--- src/rtl/gpio_debounce_if.sv ---
// Register-window signalling shared with the gpio peripheral.
// The master drives address/data/strobes; the slave returns combinational read data.
interface gpio_debounce_if;
  logic [31:0] addr_i;
  logic [31:0] wdata_i;
  logic        we_i;
  logic        re_i;
  logic [31:0] rdata_o;

  modport master (
    output addr_i,
    output wdata_i,
    output we_i,
    output re_i,
    input  rdata_o
  );

  modport slave (
    input  addr_i,
    input  wdata_i,
    input  we_i,
    input  re_i,
    output rdata_o
  );
endinterface

--- src/rtl/gpio_debounce.sv ---
// Pad input conditioning: two-flop synchroniser, prescaled per-bit debounce,
// edge detection with W1C status latching and a single level interrupt.
module gpio_debounce #(
  parameter int WIDTH = 8,
  parameter int PRE_W = 16
) (
  input  logic             clk_i,
  input  logic             rst_ni,
  gpio_debounce_if.slave   reg_if,
  input  logic [WIDTH-1:0] pad_i,
  output logic [WIDTH-1:0] gpio_o,
  output logic             irq_o
);

  localparam logic [4:0] ADDR_PRESCALE = 5'h00;
  localparam logic [4:0] ADDR_THRESH   = 5'h04;
  localparam logic [4:0] ADDR_RISE_EN  = 5'h08;
  localparam logic [4:0] ADDR_FALL_EN  = 5'h0C;
  localparam logic [4:0] ADDR_STATUS   = 5'h10;
  localparam logic [4:0] ADDR_LEVEL    = 5'h14;
  localparam logic [3:0] THRESH_RST    = 4'd4;

  logic [WIDTH-1:0]      sync1_q, sync1_d;
  logic [WIDTH-1:0]      sync2_q, sync2_d;
  logic [PRE_W-1:0]      prescale_q, prescale_d;
  logic [PRE_W-1:0]      pre_cnt_q, pre_cnt_d;
  logic [3:0]            thresh_q, thresh_d;
  logic [WIDTH-1:0]      rise_en_q, rise_en_d;
  logic [WIDTH-1:0]      fall_en_q, fall_en_d;
  logic [WIDTH-1:0]      status_q, status_d;
  logic [WIDTH-1:0]      deb_q, deb_d;
  logic [WIDTH-1:0][3:0] cnt_q, cnt_d;

  logic                  wr_prescale_s;
  logic                  wr_thresh_s;
  logic                  wr_rise_en_s;
  logic                  wr_fall_en_s;
  logic                  wr_status_s;
  logic                  tick_s;
  logic [WIDTH-1:0]      set_s;
  logic [WIDTH-1:0]      clr_s;
  logic [31:0]           rdata_s;
  logic                  unused_s;

  // Address decode of the write strobe; only the low five address bits matter
  always_comb begin
    wr_prescale_s = 1'b0;
    wr_thresh_s   = 1'b0;
    wr_rise_en_s  = 1'b0;
    wr_fall_en_s  = 1'b0;
    wr_status_s   = 1'b0;
    if (reg_if.we_i) begin
      case (reg_if.addr_i[4:0])
        ADDR_PRESCALE: wr_prescale_s = 1'b1;
        ADDR_THRESH:   wr_thresh_s   = 1'b1;
        ADDR_RISE_EN:  wr_rise_en_s  = 1'b1;
        ADDR_FALL_EN:  wr_fall_en_s  = 1'b1;
        ADDR_STATUS:   wr_status_s   = 1'b1;
        default:       wr_prescale_s = 1'b0;
      endcase
    end else begin
      wr_prescale_s = 1'b0;
    end
  end

  // Software-visible configuration registers
  always_comb begin
    prescale_d = prescale_q;
    thresh_d   = thresh_q;
    rise_en_d  = rise_en_q;
    fall_en_d  = fall_en_q;
    if (wr_prescale_s) prescale_d = reg_if.wdata_i[PRE_W-1:0];
    else               prescale_d = prescale_q;
    if (wr_thresh_s)   thresh_d   = reg_if.wdata_i[3:0];
    else               thresh_d   = thresh_q;
    if (wr_rise_en_s)  rise_en_d  = reg_if.wdata_i[WIDTH-1:0];
    else               rise_en_d  = rise_en_q;
    if (wr_fall_en_s)  fall_en_d  = reg_if.wdata_i[WIDTH-1:0];
    else               fall_en_d  = fall_en_q;
  end

  // Two-stage synchroniser on the raw pads
  always_comb begin
    sync1_d = pad_i;
    sync2_d = sync1_q;
  end

  // Free-running prescaler; a PRESCALE write restarts it so the new period is clean
  always_comb begin
    tick_s = (pre_cnt_q == prescale_q);
    if (wr_prescale_s) begin
      pre_cnt_d = '0;
    end else if (tick_s) begin
      pre_cnt_d = '0;
    end else begin
      pre_cnt_d = pre_cnt_q + PRE_W'(1);
    end
  end

  // Per-bit stability counter: flip only after THRESH mismatched ticks, zero means bypass
  always_comb begin
    cnt_d = cnt_q;
    deb_d = deb_q;
    for (int i = 0; i < WIDTH; i++) begin
      if (thresh_q == 4'd0) begin
        deb_d[i] = sync2_q[i];
        cnt_d[i] = 4'd0;
      end else if (sync2_q[i] == deb_q[i]) begin
        cnt_d[i] = 4'd0;
      end else if (tick_s) begin
        if (({1'b0, cnt_q[i]} + 5'd1) >= {1'b0, thresh_q}) begin
          deb_d[i] = sync2_q[i];
          cnt_d[i] = 4'd0;
        end else begin
          cnt_d[i] = cnt_q[i] + 4'd1;
        end
      end else begin
        cnt_d[i] = cnt_q[i];
      end
    end
  end

  // Edge-triggered status set with W1C clear; a same-cycle set overrides the clear
  always_comb begin
    set_s = (~deb_q & deb_d & rise_en_q) | (deb_q & ~deb_d & fall_en_q);
    if (wr_status_s) clr_s = reg_if.wdata_i[WIDTH-1:0];
    else             clr_s = '0;
    status_d = (status_q & ~clr_s) | set_s;
  end

  // Combinational read mux, forced to zero when no read is in progress
  always_comb begin
    rdata_s = 32'h0000_0000;
    if (reg_if.re_i) begin
      case (reg_if.addr_i[4:0])
        ADDR_PRESCALE: rdata_s[PRE_W-1:0] = prescale_q;
        ADDR_THRESH:   rdata_s[3:0]       = thresh_q;
        ADDR_RISE_EN:  rdata_s[WIDTH-1:0] = rise_en_q;
        ADDR_FALL_EN:  rdata_s[WIDTH-1:0] = fall_en_q;
        ADDR_STATUS:   rdata_s[WIDTH-1:0] = status_q;
        ADDR_LEVEL:    rdata_s[WIDTH-1:0] = deb_q;
        default:       rdata_s            = 32'h0000_0000;
      endcase
    end else begin
      rdata_s = 32'h0000_0000;
    end
  end

  // State flops; reset drops everything to its idle value at once
  always_ff @(posedge clk_i or negedge rst_ni) begin
    if (!rst_ni) begin
      sync1_q    <= '0;
      sync2_q    <= '0;
      prescale_q <= '0;
      pre_cnt_q  <= '0;
      thresh_q   <= THRESH_RST;
      rise_en_q  <= '0;
      fall_en_q  <= '0;
      status_q   <= '0;
      deb_q      <= '0;
      cnt_q      <= '0;
    end else begin
      sync1_q    <= sync1_d;
      sync2_q    <= sync2_d;
      prescale_q <= prescale_d;
      pre_cnt_q  <= pre_cnt_d;
      thresh_q   <= thresh_d;
      rise_en_q  <= rise_en_d;
      fall_en_q  <= fall_en_d;
      status_q   <= status_d;
      deb_q      <= deb_d;
      cnt_q      <= cnt_d;
    end
  end

  assign reg_if.rdata_o = rdata_s;
  assign gpio_o         = deb_q;
  assign irq_o          = |status_q;

  // Upper address bits and write-data bits above the register widths are ignored
  assign unused_s = ^{reg_if.addr_i[31:5], reg_if.wdata_i};

endmodule
--- src/flat_wrapper.sv ---
// flat-port wrapper written by rule: the top's interface ports become plain ports
module gpio_debounce_flat 
#(
  parameter int WIDTH = 8,
  parameter int PRE_W = 16
)
  (clk_i, rst_ni, pad_i, gpio_o, irq_o, reg_if_addr_i, reg_if_wdata_i, reg_if_we_i, reg_if_re_i, reg_if_rdata_o);
  gpio_debounce_if reg_if_i ();
  input  logic clk_i;
  input  logic rst_ni;
  input  logic [WIDTH-1:0] pad_i;
  output logic [WIDTH-1:0] gpio_o;
  output logic irq_o;
  input wire logic [$bits(reg_if_i.addr_i)-1:0] reg_if_addr_i;
  input wire logic [$bits(reg_if_i.wdata_i)-1:0] reg_if_wdata_i;
  input wire logic [$bits(reg_if_i.we_i)-1:0] reg_if_we_i;
  input wire logic [$bits(reg_if_i.re_i)-1:0] reg_if_re_i;
  output wire logic [$bits(reg_if_i.rdata_o)-1:0] reg_if_rdata_o;
  assign reg_if_i.addr_i = reg_if_addr_i;
  assign reg_if_i.wdata_i = reg_if_wdata_i;
  assign reg_if_i.we_i = reg_if_we_i;
  assign reg_if_i.re_i = reg_if_re_i;
  assign reg_if_rdata_o = reg_if_i.rdata_o;
  gpio_debounce #(.WIDTH(WIDTH), .PRE_W(PRE_W)) u_core (.clk_i(clk_i), .rst_ni(rst_ni), .reg_if(reg_if_i), .pad_i(pad_i), .gpio_o(gpio_o), .irq_o(irq_o));
endmodule
--- config.mk ---
export PLATFORM = sky130hd
export DESIGN_NAME = gpio_debounce_flat
export DESIGN_NICKNAME = d
export VERILOG_FILES = /design/src/rtl/gpio_debounce_if.sv /design/src/rtl/gpio_debounce.sv /design/src/flat_wrapper.sv
export SDC_FILE = /design/constraint.sdc
export NUM_CORES = 1
export LEC_CHECK = 0
export ABC_AREA = 1
export CORE_UTILIZATION = 50
export CTS_CLUSTER_DIAMETER = 50
export DETAILED_ROUTE_END_ITERATION = 8
export PLACE_DENSITY = 0.84
export SLEW_MARGIN = 20
export SYNTH_ARGS = -nofsm -noshare
export SYNTH_HDL_FRONTEND = slang
export SYNTH_SLANG_ARGS = --single-unit
--- constraint.sdc ---
create_clock -name clk_i -period 4.6 [get_ports clk_i]
set_clock_uncertainty 0.1 [all_clocks]
set_input_delay 0.92 -clock clk_i [delete_from_list [all_inputs] [get_ports clk_i]]
set_output_delay 0.92 -clock clk_i [all_outputs]
set_load 0.005 [all_outputs]
==> results.md, run 1 <==
* Status: finished clean
* Register area share after synthesis at 0.405
* Dpl cell area at 0.00784 mm²
* Arrival @ worst endpoint at 3.18 ns
* Row count at 43
* Post-synthesis cell count at 996
* # clock sinks at 116
* Worst Path Required at 3.58 ns
* Total power at 3.56 mW
* Slew margin rel. at 0.422
* Buffers on Ports at 57
* Initial antenna violation count at 0
* Register-to-Register Setup Slack at 2.17 ns
* Util after Layout at 0.603
* Core box area at 0.0139 mm²
* Critical path capture point type: primary output
* CP max stage cell: clkdlybuf4s50_1
* Die footprint at 0.0148 mm²
* Hold Buf Count CTS at 0
* Worst vdd ir at 0.000279 V
* Die Ht at 122 µm
* Vias per cell at 5.21
* Cell taking the most area after synthesis: dfrtp_1
* Setup TNS at 0 ns
* Total GRT Usage at 0.245
* Netlist Area Pre-Place at 0.00717 mm²
* Endpoints failing setup at 0
* Syn Area/Cell at 7.20 µm²
* Worst skew pair latency at 0.43 ns
* PD cells at 424 mW/mm²
* First-pass GRT wire length at 28.1 mm
* # resized after CTS at 0
* Die width at 122 µm
* Worst path cell trace: clkdlybuf4s50_1, nor2_1, nand3_1, nor2_2, nand2_1, o21ai_0, nor3_1, nor2_1, clkdlybuf4s50_1
* Synth area leaders: dfrtp_1 (40%), nand2_1 (19%), ha_1 (7.2%)
* MaxCap Viol Count at 0
* WHS at 0.246 ns
* Layout Nets at 1176
* Grt ovf at 0
* Synth Warn # at 0
* Hold Violations, Final at 0
* Vias in the first global route at 6036
* Level count of the clock H-tree at 4
* Setup CP Type: primary input to primary output
* CP max stage delay at 0.54 ns
* Finished Cell Area at 0.00841 mm²
* Total routed wirelength at 17.1 mm
* Worst hold path class: flop to flop
* Starting Density at 0.515
* Detailed-route wire length per cell at 13.7 µm
* P&R area growth vs syn at 17.2%
* Synth top area share at 0.401
* Seq cells post-synth at 116
* Fin. max-slew vios at 0
* CP top delay family: simple AND/OR/NAND/NOR gates
* Layout cells sized above 1 at 0.0532
* Clock Path Buffers at 2
* Largest net degree at the start of global routing at 68
* RSZ-0062 raised after global routing: false
* I/O Pins at 117
* Iteration-0 DRC Markers at 572
* Setup bufs post-CTS at 0
* Pre-Repair DR Iteration Count at 5
* Inserted Diodes at 0
* Worst Path Buf+Inv at 2
* Tmin final at 4.20 ns
* Final Cycle Share at 0.913
* Max Fclk at 238 MHz
* Detail Placement HPWL at 11.8 mm
* DRC at 0
* Post-synth cell types at 30
* Static Leak at 4.40 nW
* CTS tree: done
* Clk Tree Root Cell: clkbuf_16
* Clock slew at the register clock pins of the worst setup and hold paths at 0.05 ns
* Crit start category: primary input
* Num CTS Buffers at 17
* Critical Path Fanout Max at 9
* Final Wtd Congestion at 0.881
* Via Count at 6517
* Worst Tran Pin Value at 0.867 ns
* Final ANT Viol Nets at 0
==> synthesized netlist by cell type, drive strengths merged <==
cell type / n
a21oi: 29
buf: 24
clkbuf: 8
clkinv: 2
conb: 1
dfrtp: 115
dfstp: 1
ha: 41
inv: 126
nand2: 361
nand3: 57
nand4: 17
nor2: 69
nor3: 25
nor3b: 4
nor4: 2
o211ai: 1
o21ai: 72
o22ai: 4
or2: 8
xnor2: 5
xor2: 24
==> per-layer routing <==
metal	global-route usage	vias to the layer above	part of all wire	wire length (µm)
li1	-	3253	-	-
met1	0.307	2978	0.43	7330
met2	0.402	235	0.48	8200
met3	0.0538	51	0.062	1060
met4	0.113	0	0.032	554
met5	0	-	0	0
==> state kept, by name, indices dropped and copies added (netlist names) <==
signal,count
u_core.cnt_q,32
u_core.fall_en_q,8
u_core.gpio_o,8
u_core.pre_cnt_q,16
u_core.prescale_q,16
u_core.rise_en_q,8
u_core.status_q,8
u_core.sync1_q,8
u_core.sync2_q,8
u_core.thresh_q,4
==> power breakdown <==
part           switching, mW  internal [mW]  total [mW]
Sequential             0.160           1.18        1.34
Combinational          0.590          0.351       0.941
Clock                  0.463          0.821        1.28
Total                   1.21           2.35        3.56
==> metrics by stage <==
step                      setup slack, ns  instances
final                               0.401       1252
after detailed placement            0.481       1220
after floorplan                      1.75       1011
after CTS                           0.485       1252
after global placement              0.542       1220
after global routing                0.376       1252
==> cell type report <==
type                            count  area (µm²)
Tap cell                          180         225
Clock inverter                      9         104
Multi-Input combinational cell    735        3630
Timing Repair Buffer               61         598
Fill cell                        1230        5530
Inverter                          128         480
Clock buffer                       23         468
Sequential cell                   116        2900
==> cell usage in the layout, fill, tap and decap left out, drive strengths merged <==
master,synthesis,final
nor2,69,69
dfstp,1,1
nor4,2,2
buf,24,5
o22ai,4,4
o211ai,1,1
bufinv,0,2
xor2,24,24
nor3b,4,4
ha,41,41
nand2,361,361
conb,1,16
o21ai,72,72
clkdlybuf4s50,0,56
dfrtp,115,115
nand4,17,17
a21oi,29,29
nor3,25,25
inv,126,126
nand3,57,57
clkinv,2,7
xnor2,5,5
clkbuf,8,23
clkinvlp,0,2
or2,8,8
==> final timing paths <==
kind                               startpoint                 end  cells past startpoint
setup / recovery             reg_if_addr_i[0]   reg_if_rdata_o[1]                      9
hold / removal              u_core.sync1_q[6]   u_core.sync2_q[6]                      0
setup reg to reg           u_core.thresh_q[3]    u_core.gpio_o[6]                      6
hold reg to reg             u_core.sync1_q[6]   u_core.sync2_q[6]                      0
max in group asynchronous              rst_ni  u_core.thresh_q[2]                      2
min in group asynchronous              rst_ni   u_core.sync2_q[2]                      1
==> cell families after synthesis <==
kind of cell / count (synthesis) / share of synthesized area
buf+inv: 160 / 0.0972
fa+ha+maj: 41 / 0.0715
other cells: 1 / 0.000523
simple gates: 543 / 0.315
compound gates: 106 / 0.0750
xor+xnor: 29 / 0.0354
flops: 116 / 0.405
Power figures use the tool's default switching activity.
==> run 2, diff against run 1 <==
--- a/config.mk
+++ b/config.mk
@@ -6,6 +6,7 @@
 export NUM_CORES = 1
 export LEC_CHECK = 0
 export ABC_AREA = 1
+export CAP_MARGIN = 20
 export CORE_UTILIZATION = 50
 export CTS_CLUSTER_DIAMETER = 50
 export DETAILED_ROUTE_END_ITERATION = 8
==> results of run 2 <==
Same layout as run 1: the final DEF is identical, and so are final timing and power.
